## config.mk

```make
export PLATFORM = sky130hd
export DESIGN_NAME = rip_instruction_fetch
export DESIGN_NICKNAME = d
export VERILOG_FILES = /design/src/rtl/rip_instruction_fetch.sv
export SDC_FILE = /design/constraint.sdc
export NUM_CORES = 1
export LEC_CHECK = 0
export BUFFER_PORTS_ARGS = -buffer_cell sky130_fd_sc_hd__buf_4
export CAP_MARGIN = 15
export CORE_MARGIN = 5
export CORE_UTILIZATION = 55
export DETAILED_ROUTE_END_ITERATION = 8
export PLACE_DENSITY = 0.83
export SLEW_MARGIN = 10
export SYNTH_ARGS = -nofsm -noshare
export SYNTH_HDL_FRONTEND = slang
export SYNTH_SLANG_ARGS = --single-unit
```

## constraint.sdc

```tcl
create_clock -name clk -period 2.3 [get_ports clk]
set_input_delay 0.23 -clock clk [delete_from_list [all_inputs] [get_ports clk]]
set_output_delay 0.23 -clock clk [all_outputs]
set_load 0.01 [all_outputs]
```

## src/rtl/rip_instruction_fetch.sv

```systemverilog
// rip_instruction_fetch: PC owner and 1-cycle-latency fetch stage with stall hold register and zero-bubble redirect.
module rip_instruction_fetch #(
    parameter int DATA_WIDTH = 32,
    parameter logic [DATA_WIDTH-1:0] RESET_VECTOR = '0
) (
    input  logic                  clk,
    input  logic                  rstn,
    input  logic                  stall,
    input  logic                  redirect_valid,
    input  logic [DATA_WIDTH-1:0] redirect_target,
    output logic                  if_ready,
    output logic [DATA_WIDTH-1:0] pc,
    input  logic [DATA_WIDTH-1:0] if_dout,
    output logic                  id_valid,
    output logic [DATA_WIDTH-1:0] id_inst,
    output logic [DATA_WIDTH-1:0] id_pc,
    output logic                  id_misaligned
);
    localparam logic [DATA_WIDTH-1:0] STEP = DATA_WIDTH'(4);

    logic [DATA_WIDTH-1:0] pc_q, pc_d, inflight_pc_q, inflight_pc_d;
    logic [DATA_WIDTH-1:0] hold_inst_q, hold_inst_d, hold_pc_q, hold_pc_d;
    logic                  inflight_q, inflight_d, hold_valid_q, hold_valid_d;

    // Reset gating keeps every output at its reset value while rstn is low,
    // even though if_dout and redirect inputs may be toggling.
    assign pc            = (rstn & redirect_valid) ? redirect_target : pc_q;
    assign if_ready      = rstn & (redirect_valid | ~stall);
    assign id_valid      = rstn & ~redirect_valid & (hold_valid_q | inflight_q);
    assign id_inst       = ~rstn ? '0 : hold_valid_q ? hold_inst_q : if_dout;
    assign id_pc         = hold_valid_q ? hold_pc_q : inflight_pc_q;
    assign id_misaligned = id_valid & (id_pc[1:0] != 2'b00);

    always_comb begin
        pc_d          = pc_q;
        inflight_d    = inflight_q;
        inflight_pc_d = inflight_pc_q;
        hold_valid_d  = hold_valid_q;
        hold_inst_d   = hold_inst_q;
        hold_pc_d     = hold_pc_q;
        if (redirect_valid) begin
            pc_d          = redirect_target + STEP;
            inflight_d    = 1'b1;
            inflight_pc_d = redirect_target;
            hold_valid_d  = 1'b0;
        end else if (!stall) begin
            pc_d          = pc_q + STEP;
            inflight_d    = 1'b1;
            inflight_pc_d = pc_q;
            hold_valid_d  = 1'b0;
        end else if (inflight_q && !hold_valid_q) begin
            // Memory data is only valid for one cycle, so park it before it vanishes.
            hold_inst_d  = if_dout;
            hold_pc_d    = inflight_pc_q;
            hold_valid_d = 1'b1;
            inflight_d   = 1'b0;
        end
    end

    always_ff @(posedge clk or negedge rstn) begin
        if (!rstn) begin
            pc_q          <= RESET_VECTOR;
            inflight_q    <= 1'b0;
            inflight_pc_q <= '0;
            hold_valid_q  <= 1'b0;
            hold_inst_q   <= '0;
            hold_pc_q     <= '0;
        end else begin
            pc_q          <= pc_d;
            inflight_q    <= inflight_d;
            inflight_pc_q <= inflight_pc_d;
            hold_valid_q  <= hold_valid_d;
            hold_inst_q   <= hold_inst_d;
            hold_pc_q     <= hold_pc_d;
        end
    end
endmodule
```

# Word-level counts from Yosys, hierarchy flattened
# Index checks and enable logic that the tools add are counted.
[word_totals] inputBits=68 out_inout_bits=99 regBits=130
[op_classes] n_bitwise=9 eq_ne=2 reduce_logical=4 n_mux=14 add_sub_neg=2
[ops] operator="$mux 32" count=8
[ops] operator="$add 32x3->32 const B" count=2
[ops] operator="$mux 1" count=6
[ops] operator="$and 1x1->1" count=5
[ops] operator="$ne 3x1->1 const B" count=1
[ops] operator="$reduce_and 3->1" count=1
[ops] operator="$ne 2x1->1 const B" count=1
[ops] operator="$not 1->1" count=2
[ops] operator="$or 1x1->1" count=2
[ops] operator="$reduce_bool 2->1" count=1
[ops] operator="$logic_and 1x1->1" count=1
[ops] operator="$logic_not 1->1" count=1

# Depth between registers and ports, before layout
# Gate-level depths: netlist of run 1.
[logic_depth] word_depth=5 depth_mapped=13 ltp_nobuf=9

# Worst setup path before layout of run 1
# OpenSTA, ideal clock, no wires.
[synth_timing] path_type="in2reg" start="input port redirect_valid" end="register pc_q[30]" arrival_ps=2287 stages=12 setup_time_ps=125 required_time_ps=2175 setup_slack_ps=-111 cell_sequence="buf_6 -> buf_6 -> buf_2 -> buf_2 -> o21ai_0 -> ha_1 -> inv_1 -> a221oi_4 -> nand3_2 -> nor3_2 -> xnor2_1 -> mux2_2"
[synth_between] elab_chain_cells=1
[synth_lines] item="start: declaration" line_no="9" rtl="input logic redirect_valid,"
[synth_lines] item="$ne 2x1->1 (no source line) / $mux 32 (equally long branches)"
[synth_lines] item="end signal: assignment" line_no="69" rtl="pc_q <= pc_d;"
[synth_lines] item="end: declaration" line_no="21" rtl="logic [DATA_WIDTH-1:0] pc_q, pc_d, inflight_pc_q, inflight_pc_d;"
# Parallel ways exist; a longest one is shown, timed or not.
# A chain may end at the register's enable or synchronous reset.

# Worst setup path after layout of run 1
[layout_timing] start="register hold_valid_q" end="output port id_misaligned"
[layout_between] elab_chain_cells=3
[layout_lines] item="start: declaration" line_no="23" rtl="logic inflight_q, inflight_d, hold_valid_q, hold_valid_d;"
[layout_lines] item="start signal: assignment" line_no="72" rtl="hold_valid_q <= hold_valid_d;"
[layout_lines] item="$or 1x1->1 / $mux 32 (equally long branches)" line_no="29, 31"
[layout_lines] item="$and 1x1->1 / $reduce_bool 2->1 (equally long branches)" line_no="29, 32"
[layout_lines] item="$and 1x1->1 (*)" line_no="32" rtl="assign id_misaligned = id_valid & (id_pc[1:0] != 2'b00);"
[layout_lines] item="end: declaration" line_no="17" rtl="output logic id_misaligned"
# Mark *: on every way between the ends. The rest lies on a longest branch, timed or not.

==> run_summary.xml, run 1 <==
<?xml version="1.0" encoding="UTF-8"?>
<metrics>
  <group name="critical_path">
    <metric name="worstSetupStartpointType" unit="">flip-flop</metric>
    <metric name="cp.arrival" unit="ps">1930</metric>
    <metric name="crit_path_end_kind" unit="">output port</metric>
    <metric name="timing.critical_path.fanout_max" unit="">15</metric>
    <metric name="critical_path.reg2reg.startpoint" unit="">pc_q[2]$_DFFE_PN0N_</metric>
    <metric name="setup.worst_path.end" unit="">id_misaligned</metric>
    <metric name="rr_worst_depth" unit="">9</metric>
    <metric name="rrSetupSlack" unit="ps">190</metric>
    <metric name="rr_endpoint" unit="">pc_q[22]$_DFFE_PN0N_</metric>
    <metric name="critical_path_required" unit="ps">2070</metric>
    <metric name="worst_setup_path_startpoint" unit="">hold_valid_q$_DFFE_PN0P_</metric>
    <metric name="critical_path_class" unit="">reg2out</metric>
  </group>
  <group name="timing">
    <metric name="max_slew_margin" unit="%">51.6</metric>
    <metric name="hold_viol" unit="">0</metric>
    <metric name="fin_crit_share" unit="%">94.0</metric>
    <metric name="setup_repair_after_global_routing_missed_its_margin" unit="">false</metric>
    <metric name="fin_skew" unit="ps">8.65</metric>
    <metric name="report.final.setup_viol" unit="">0</metric>
    <metric name="post-route-min-period" unit="ps">2160</metric>
    <metric name="maxSlewViolCount" unit="">0</metric>
    <metric name="slew_at_the_pin_with_the_worst_max_slew_slack" unit="ps">725</metric>
    <metric name="finalSetupTns" unit="ps">0</metric>
    <metric name="max_clock_freq" unit="MHz">462</metric>
    <metric name="timing.final.ws_setup" unit="ps">137</metric>
  </group>
  <group name="drt">
    <metric name="detailroute.via_count" unit="">6116</metric>
    <metric name="drt_pre_antenna_iters" unit="">5</metric>
    <metric name="detailed_routed_wire_length_on_met3" unit="mm">1.15</metric>
    <metric name="wl_met2" unit="mm">10.1</metric>
    <metric name="route.layer.met1.wl" unit="mm">8.10</metric>
    <metric name="number_of_remaining_drc_errors" unit="">0</metric>
    <metric name="post_drt_wl_per_cell" unit="µm">18.7</metric>
    <metric name="detail-route-antenna-nets" unit="">0</metric>
    <metric name="avgViaCountPerCell" unit="">5.75</metric>
    <metric name="detail_route.wirelength" unit="mm">19.9</metric>
    <metric name="drtIter0Drc" unit="">419</metric>
    <metric name="top_layer" unit="">met4</metric>
  </group>
  <group name="cts">
    <metric name="cts_tree" unit="">yes</metric>
    <metric name="clockRootBuffer" unit="">clkbuf_16</metric>
    <metric name="numClockSinks" unit="">130</metric>
    <metric name="clk-insertion-delay-late" unit="ps">430</metric>
    <metric name="max-clock-path-buffers" unit="">2</metric>
    <metric name="tritoncts.num_buffers" unit="">17</metric>
    <metric name="number_of_levels_in_the_clock_h_tree" unit="">4</metric>
    <metric name="path_clk_slew" unit="ps">60</metric>
    <metric name="cts_setup_buffers" unit="">0</metric>
  </group>
  <group name="synth">
    <metric name="postSynthRegisterBits" unit="">130</metric>
    <metric name="post_synth_instance_area" unit="mm²">0.00765</metric>
    <metric name="synth_enable_flop_cells" unit="">0</metric>
    <metric name="synth_top_family_by_area" unit="">multiplexers</metric>
    <metric name="syn_nets" unit="">770</metric>
    <metric name="yosys_warnings" unit="">0</metric>
    <metric name="ys_top_cells_by_count" unit="">136 x mux2_2, 130 x dfrtp_1, 80 x mux2i_1</metric>
    <metric name="synth-async-reset-ratio" unit="%">100</metric>
    <metric name="synthMuxAreaShare" unit="%">30.5</metric>
    <metric name="post_synth_and_or_nand_nor_area_fraction" unit="%">12.3</metric>
    <metric name="synth-main-ff-cell" unit="">dfrtp_1</metric>
    <metric name="synth_top_cell_area_share" unit="%">42.5</metric>
    <metric name="seq_area_frac_synth" unit="%">42.5</metric>
    <metric name="synthXorXnorAreaFrac" unit="%">5.38</metric>
    <metric name="synth_adder_area_share" unit="%">0.163</metric>
    <metric name="synth.distinct_cells" unit="">43</metric>
    <metric name="post_synth_inst_count" unit="">701</metric>
    <metric name="netlist.top_cell.by_area" unit="">dfrtp_1</metric>
    <metric name="avgSynthCellArea" unit="µm²">10.9</metric>
    <metric name="synth_compound_area_share" unit="%">5.87</metric>
    <metric name="synth_most_common_cell" unit="">mux2_2</metric>
    <metric name="netlist_top_cells_area" unit="">dfrtp_1 43%, mux2_2 20%, mux2i_1 10%, xnor2_1 3.7%, nand2_1 2.8%</metric>
  </group>
  <group name="layout">
    <metric name="num-fill-cells" unit="">972</metric>
    <metric name="n_antenna_cell" unit="">0</metric>
    <metric name="drive_above_1_share" unit="%">43.6</metric>
    <metric name="finalNonFillerCells" unit="">1064</metric>
    <metric name="finalInstanceArea" unit="mm²">0.00982</metric>
    <metric name="final_nets" unit="">940</metric>
    <metric name="flow.area_growth_from_synthesis" unit="%">28.3</metric>
  </group>
  <group name="global_route">
    <metric name="pin_count_of_the_biggest_net_entering_global_routing" unit="">55</metric>
    <metric name="number_of_antenna_violations_at_the_first_check_in_global_routing" unit="">0</metric>
    <metric name="grt_usage" unit="%">25.1</metric>
    <metric name="grt_pass1_wl" unit="mm">33.1</metric>
    <metric name="vias_in_the_first_global_route" unit="">6581</metric>
    <metric name="global_route.overflow_total" unit="">0</metric>
  </group>
  <group name="placed_design">
    <metric name="place_worst_setup_slack" unit="ps">65.2</metric>
    <metric name="place.detailed.hpwl" unit="mm">14.5</metric>
    <metric name="buffer_ports.inserted" unit="">166</metric>
    <metric name="gp_routability_congestion" unit="">0.877</metric>
    <metric name="placedCellCount" unit="">1031</metric>
    <metric name="post_dp_cell_area" unit="mm²">0.00919</metric>
  </group>
  <group name="die">
    <metric name="initial_core_util" unit="%">55.6</metric>
    <metric name="die_w" unit="µm">128</metric>
    <metric name="pin_count" unit="">167</metric>
    <metric name="coreArea" unit="mm²">0.0138</metric>
    <metric name="floorplan.die_area" unit="mm²">0.0164</metric>
    <metric name="die-height" unit="µm">128</metric>
    <metric name="fp-row-count" unit="">43</metric>
  </group>
  <group name="run_status">
    <metric name="run_status" unit="">finished clean</metric>
  </group>
  <group name="run">
    <metric name="timing.max_cap.violations" unit="">0</metric>
  </group>
  <group name="pwr">
    <metric name="peak_vdd_ir" unit="µV">496</metric>
    <metric name="power.total" unit="mW">7.59</metric>
    <metric name="p_per_area" unit="mW/mm²">773</metric>
    <metric name="total_leakage_power" unit="nW">4.40</metric>
  </group>
  <group name="worst_hold_path">
    <metric name="min_delay_path_class" unit="">in2reg</metric>
    <metric name="timing.hold.worst.start" unit="">if_dout[16]</metric>
  </group>
</metrics>
==> power breakdown <==
| group | internal, mW | leakage, nW | switching (mW) |
|---|---|---|---|
| clock network | 1.78 | 0.300 | 1.02 |
| registers | 2.70 | 1.54 | 0.303 |
| logic | 0.981 | 2.55 | 0.805 |
| total | 5.47 | 4.40 | 2.12 |
==> cells by family after synthesis <==
group           after synthesis
flops                       130
xor+xnor                     47
compound gates               70
fa+ha+maj                     1
simple gates                183
mux                         216
buf+inv                      54
==> worst min-delay path by stage <==
stage / cells past startpoint / endpoint
after detailed placement: 2 / hold_pc_q[5]$_DFFE_PN0P_
after CTS: 2 / hold_inst_q[15]$_DFFE_PN0P_
final: 2 / hold_inst_q[16]$_DFFE_PN0P_
after global routing: 2 / hold_inst_q[20]$_DFFE_PN0P_
after global placement: 2 / inflight_pc_q[5]$_DFFE_PN0N_
after floorplan: 0 / hold_inst_q[0]$_DFFE_PN0P_
==> cell type report <==
class	instances	area [µm²]	share of cell area, %
multi-input cells	517	4180	42.6
flip-flops and latches	130	3260	33.2
repair buffers	196	1520	15.4
clock buffers	22	474	4.83
well taps	180	225	2.29
clock inverters	10	131	1.34
inverters	9	33.8	0.344
==> layout by cell type (no fill, tap or decap), drive strengths merged, types with 6 or more instances in the layout <==
cell type	instances
mux2	136
dfrtp	130
a21oi	13
mux2i	80
xnor2	32
inv	9
nand2	58
xor2	15
nand3	24
nor3	12
nor2	55
buf	195
o21ai	38
clkbuf	22
nand4	7
clkinv	6
==> critical path: stages (launching register included) <==
cell and delay [ps]:
dfrtp_4 580, buf_4 310, nor2_1 110, nor3_2 210
o21a_1 170, buf_4 110
==> metrics by stage <==
step / util [%] / hold WS, ps
after global placement: 66.7 / 274
after global routing: 71.3 / 33.7
final: 71.3 / 43.2
after CTS: 71.2 / 31.4
after detailed placement: 66.7 / 274
after floorplan: - / -65.6
==> timing repair <==
action                                 4_1_cts  5_1_grt
hold buffers                                 1        0
gates resized for setup                      0        3
endpoints found under the hold margin       26        0
setup endpoints to repair                    0        2
==> flip-flops by register name (all words and copies together), names as in the netlist <==
name,count
pc_q,32
hold_inst_q,32
hold_pc_q,32
inflight_pc_q,32
hold_valid_q,1
inflight_q,1
==> layer usage <==
metal  vias up  track usage [%]
met2       217             42.5
li1       2826                -
met3        44             6.46
met5         -                0
met4         0             9.99
met1      3029             30.6
Power figures use the tool's default switching activity.
==> run 2, diff against run 1 <==
CORE_UTILIZATION = 57   (was 55)
CTS_BUF_LIST = sky130_fd_sc_hd__clkbuf_8   (was not set)
PLACE_DENSITY = 0.85   (was 0.83)
==> run 2 against run 1 <==
Non-clock buffer count grew 30. Combinational power grew 3%. Sequential power is essentially flat. Worst hold slack lost 17 ps. Flip-flop and latch count is the same. Critical endpoint unchanged. Largest power group unchanged. Highest routed layer unchanged.
==> run_summary.xml, run 2 (synthesis gave the netlist of run 1 again) <==
<?xml version="1.0" encoding="UTF-8"?>
<metrics>
  <group name="pwr">
    <metric name="total_leakage_power" unit="nW">4.42</metric>
    <metric name="peak_vdd_ir" unit="µV">486</metric>
    <metric name="power.total" unit="mW">6.76</metric>
    <metric name="p_per_area" unit="mW/mm²">685</metric>
  </group>
  <group name="critical_path">
    <metric name="critical_path.reg2reg.startpoint" unit="">pc_q[6]$_DFFE_PN0N_</metric>
    <metric name="timing.critical_path.fanout_max" unit="">17</metric>
    <metric name="rr_worst_depth" unit="">7</metric>
    <metric name="rrSetupSlack" unit="ps">200</metric>
    <metric name="cp.arrival" unit="ps">1990</metric>
    <metric name="worst_setup_path_startpoint" unit="">rstn</metric>
    <metric name="worstSetupStartpointType" unit="">input port</metric>
    <metric name="slowest_stage" unit="">dlygate4sd3_1</metric>
    <metric name="critical_path_class" unit="">in2out</metric>
    <metric name="path_common_cell" unit="">buf_4</metric>
    <metric name="critical_path_required" unit="ps">2070</metric>
    <metric name="cp_cell_sequence" unit="">dlygate4sd3_1 &gt; buf_4 &gt; inv_1 &gt; nor3_1 &gt; o21a_1 &gt; buf_4</metric>
    <metric name="cp_slowest_stage_delay" unit="ps">520</metric>
    <metric name="rr_endpoint" unit="">pc_q[27]$_DFFE_PN0N_</metric>
    <metric name="crit_path_end_kind" unit="">output port</metric>
  </group>
  <group name="die">
    <metric name="initial_core_util" unit="%">58.0</metric>
    <metric name="die-height" unit="µm">126</metric>
    <metric name="floorplan.die_area" unit="mm²">0.0158</metric>
    <metric name="coreArea" unit="mm²">0.0132</metric>
    <metric name="die_w" unit="µm">126</metric>
    <metric name="fp-row-count" unit="">42</metric>
    <metric name="pin_count" unit="">167</metric>
  </group>
  <group name="global_route">
    <metric name="number_of_antenna_violations_at_the_first_check_in_global_routing" unit="">0</metric>
    <metric name="global_route.overflow_total" unit="">0</metric>
    <metric name="grt_pass1_wl" unit="mm">33.2</metric>
    <metric name="vias_in_the_first_global_route" unit="">6520</metric>
    <metric name="grt_usage" unit="%">25.8</metric>
    <metric name="pin_count_of_the_biggest_net_entering_global_routing" unit="">59</metric>
  </group>
  <group name="cts">
    <metric name="cts.repair.resized" unit="">0</metric>
    <metric name="clockRootBuffer" unit="">clkbuf_8</metric>
    <metric name="cts_tree" unit="">yes</metric>
    <metric name="path_clk_slew" unit="ps">80</metric>
    <metric name="number_of_levels_in_the_clock_h_tree" unit="">4</metric>
    <metric name="max-clock-path-buffers" unit="">2</metric>
    <metric name="numClockSinks" unit="">130</metric>
    <metric name="tritoncts.num_buffers" unit="">17</metric>
    <metric name="clk-insertion-delay-late" unit="ps">460</metric>
  </group>
  <group name="drt">
    <metric name="number_of_remaining_drc_errors" unit="">0</metric>
    <metric name="avgViaCountPerCell" unit="">5.70</metric>
    <metric name="drt_pre_antenna_iters" unit="">6</metric>
    <metric name="post_drt_wl_per_cell" unit="µm">18.6</metric>
    <metric name="detail_route.wirelength" unit="mm">20.3</metric>
    <metric name="drtIter0Drc" unit="">483</metric>
    <metric name="detailroute.via_count" unit="">6217</metric>
    <metric name="detail-route-antenna-nets" unit="">0</metric>
  </group>
  <group name="placed_design">
    <metric name="gp_routability_congestion" unit="">0.889</metric>
    <metric name="placedCellCount" unit="">1030</metric>
    <metric name="place_worst_setup_slack" unit="ps">-22.2</metric>
    <metric name="place.detailed.hpwl" unit="mm">14.2</metric>
    <metric name="buffer_ports.inserted" unit="">166</metric>
  </group>
  <group name="timing">
    <metric name="fin_skew" unit="ps">14.5</metric>
    <metric name="fin_crit_share" unit="%">96.4</metric>
    <metric name="max_clock_freq" unit="MHz">451</metric>
    <metric name="finalSetupTns" unit="ps">0</metric>
    <metric name="post-route-min-period" unit="ps">2220</metric>
    <metric name="timing.final.ws_setup" unit="ps">83.5</metric>
    <metric name="slew_at_the_pin_with_the_worst_max_slew_slack" unit="ps">760</metric>
    <metric name="hold_viol" unit="">0</metric>
    <metric name="max_slew_margin" unit="%">49.3</metric>
    <metric name="report.final.setup_viol" unit="">0</metric>
    <metric name="maxSlewViolCount" unit="">0</metric>
  </group>
  <group name="layout">
    <metric name="post-route-util" unit="%">74.9</metric>
    <metric name="drive_above_1_share" unit="%">42.6</metric>
    <metric name="final_nets" unit="">970</metric>
    <metric name="finalNonFillerCells" unit="">1090</metric>
    <metric name="n_antenna_cell" unit="">0</metric>
    <metric name="num-fill-cells" unit="">887</metric>
    <metric name="flow.area_growth_from_synthesis" unit="%">29.1</metric>
    <metric name="leading_cell_type_in_the_layout_fill_and_taps_excluded" unit="">buf_4</metric>
    <metric name="layout_common_cells" unit="">195 x buf_4, 136 x mux2_2, 129 x dfrtp_1, 80 x mux2i_1, 57 x nand2_1</metric>
  </group>
  <group name="run_status">
    <metric name="run_status" unit="">finished clean</metric>
  </group>
  <group name="worst_hold_path">
    <metric name="timing.hold.worst.start" unit="">if_dout[20]</metric>
    <metric name="timing.hold.worst_endpoint" unit="">hold_inst_q[20]$_DFFE_PN0P_</metric>
    <metric name="min_delay_path_class" unit="">in2reg</metric>
    <metric name="min_delay_path_depth" unit="">2</metric>
  </group>
  <group name="run">
    <metric name="timing.max_cap.violations" unit="">0</metric>
  </group>
</metrics>
-- run 2: worst max-delay path by stage --
stage | depth (start not counted) | slack [ps] | to
after floorplan | 12 | 2 | pc_q[22]$_DFFE_PN0N_
after detailed placement | 8 | -20 | pc_q[27]$_DFFE_PN0N_
after global placement | 8 | 60 | pc_q[27]$_DFFE_PN0N_
final | 6 | 80 | id_misaligned
after CTS | 6 | 110 | id_misaligned
after global routing | 6 | -20 | id_misaligned
-- run 2: report_power, final --
group | switching [mW] | internal, mW
Combinational | 0.819 | 1.02
Clock | 0.989 | 0.930
Sequential | 0.308 | 2.70
Total | 2.12 | 4.65
-- run 2: layout make-up --
class	instances	area, µm²	share of cell area (%)
Sequential cell	130	3260	33.0
Clock buffer	19	262	2.65
Tap cell	176	220	2.23
Multi-Input combinational cell	517	4170	42.2
Clock inverter	13	126	1.28
Timing Repair Buffer	226	1810	18.3
Inverter	9	33.8	0.342
-- run 2: worst max-delay path: cells and delay by family --
family	cells	cell delay, ps
AO/OA/AOI/OAI	1	200
AND/OR/NAND/NOR	1	460
buffers and inverters	4	1080
-- run 2: timing repair --
action / CTS / global route
setup endpoints to repair: 12 / 0
setup buffers: 1 / 0
hold buffers: 18 / 9
endpoints found under the hold margin: 34 / 9
-- run 2: metrics by stage --
stage          area (µm²)  hold slack, ps
4_1_cts              9790            1.93
2_1_floorplan        7680           -65.6
3_5_place_dp         9200             307
5_1_grt              9880            1.96
3_3_place_gp         9200             296
6_report             9880            26.7
-- run 2: layer usage --
metal | vias up | wire (µm) | global-route usage [%]
met4 | 0 | 769 | 9.65
met3 | 64 | 1140 | 6.35
li1 | 2887 | - | -
met5 | - | 0 | 0
met2 | 235 | 10300 | 44.6
met1 | 3031 | 8070 | 31.4
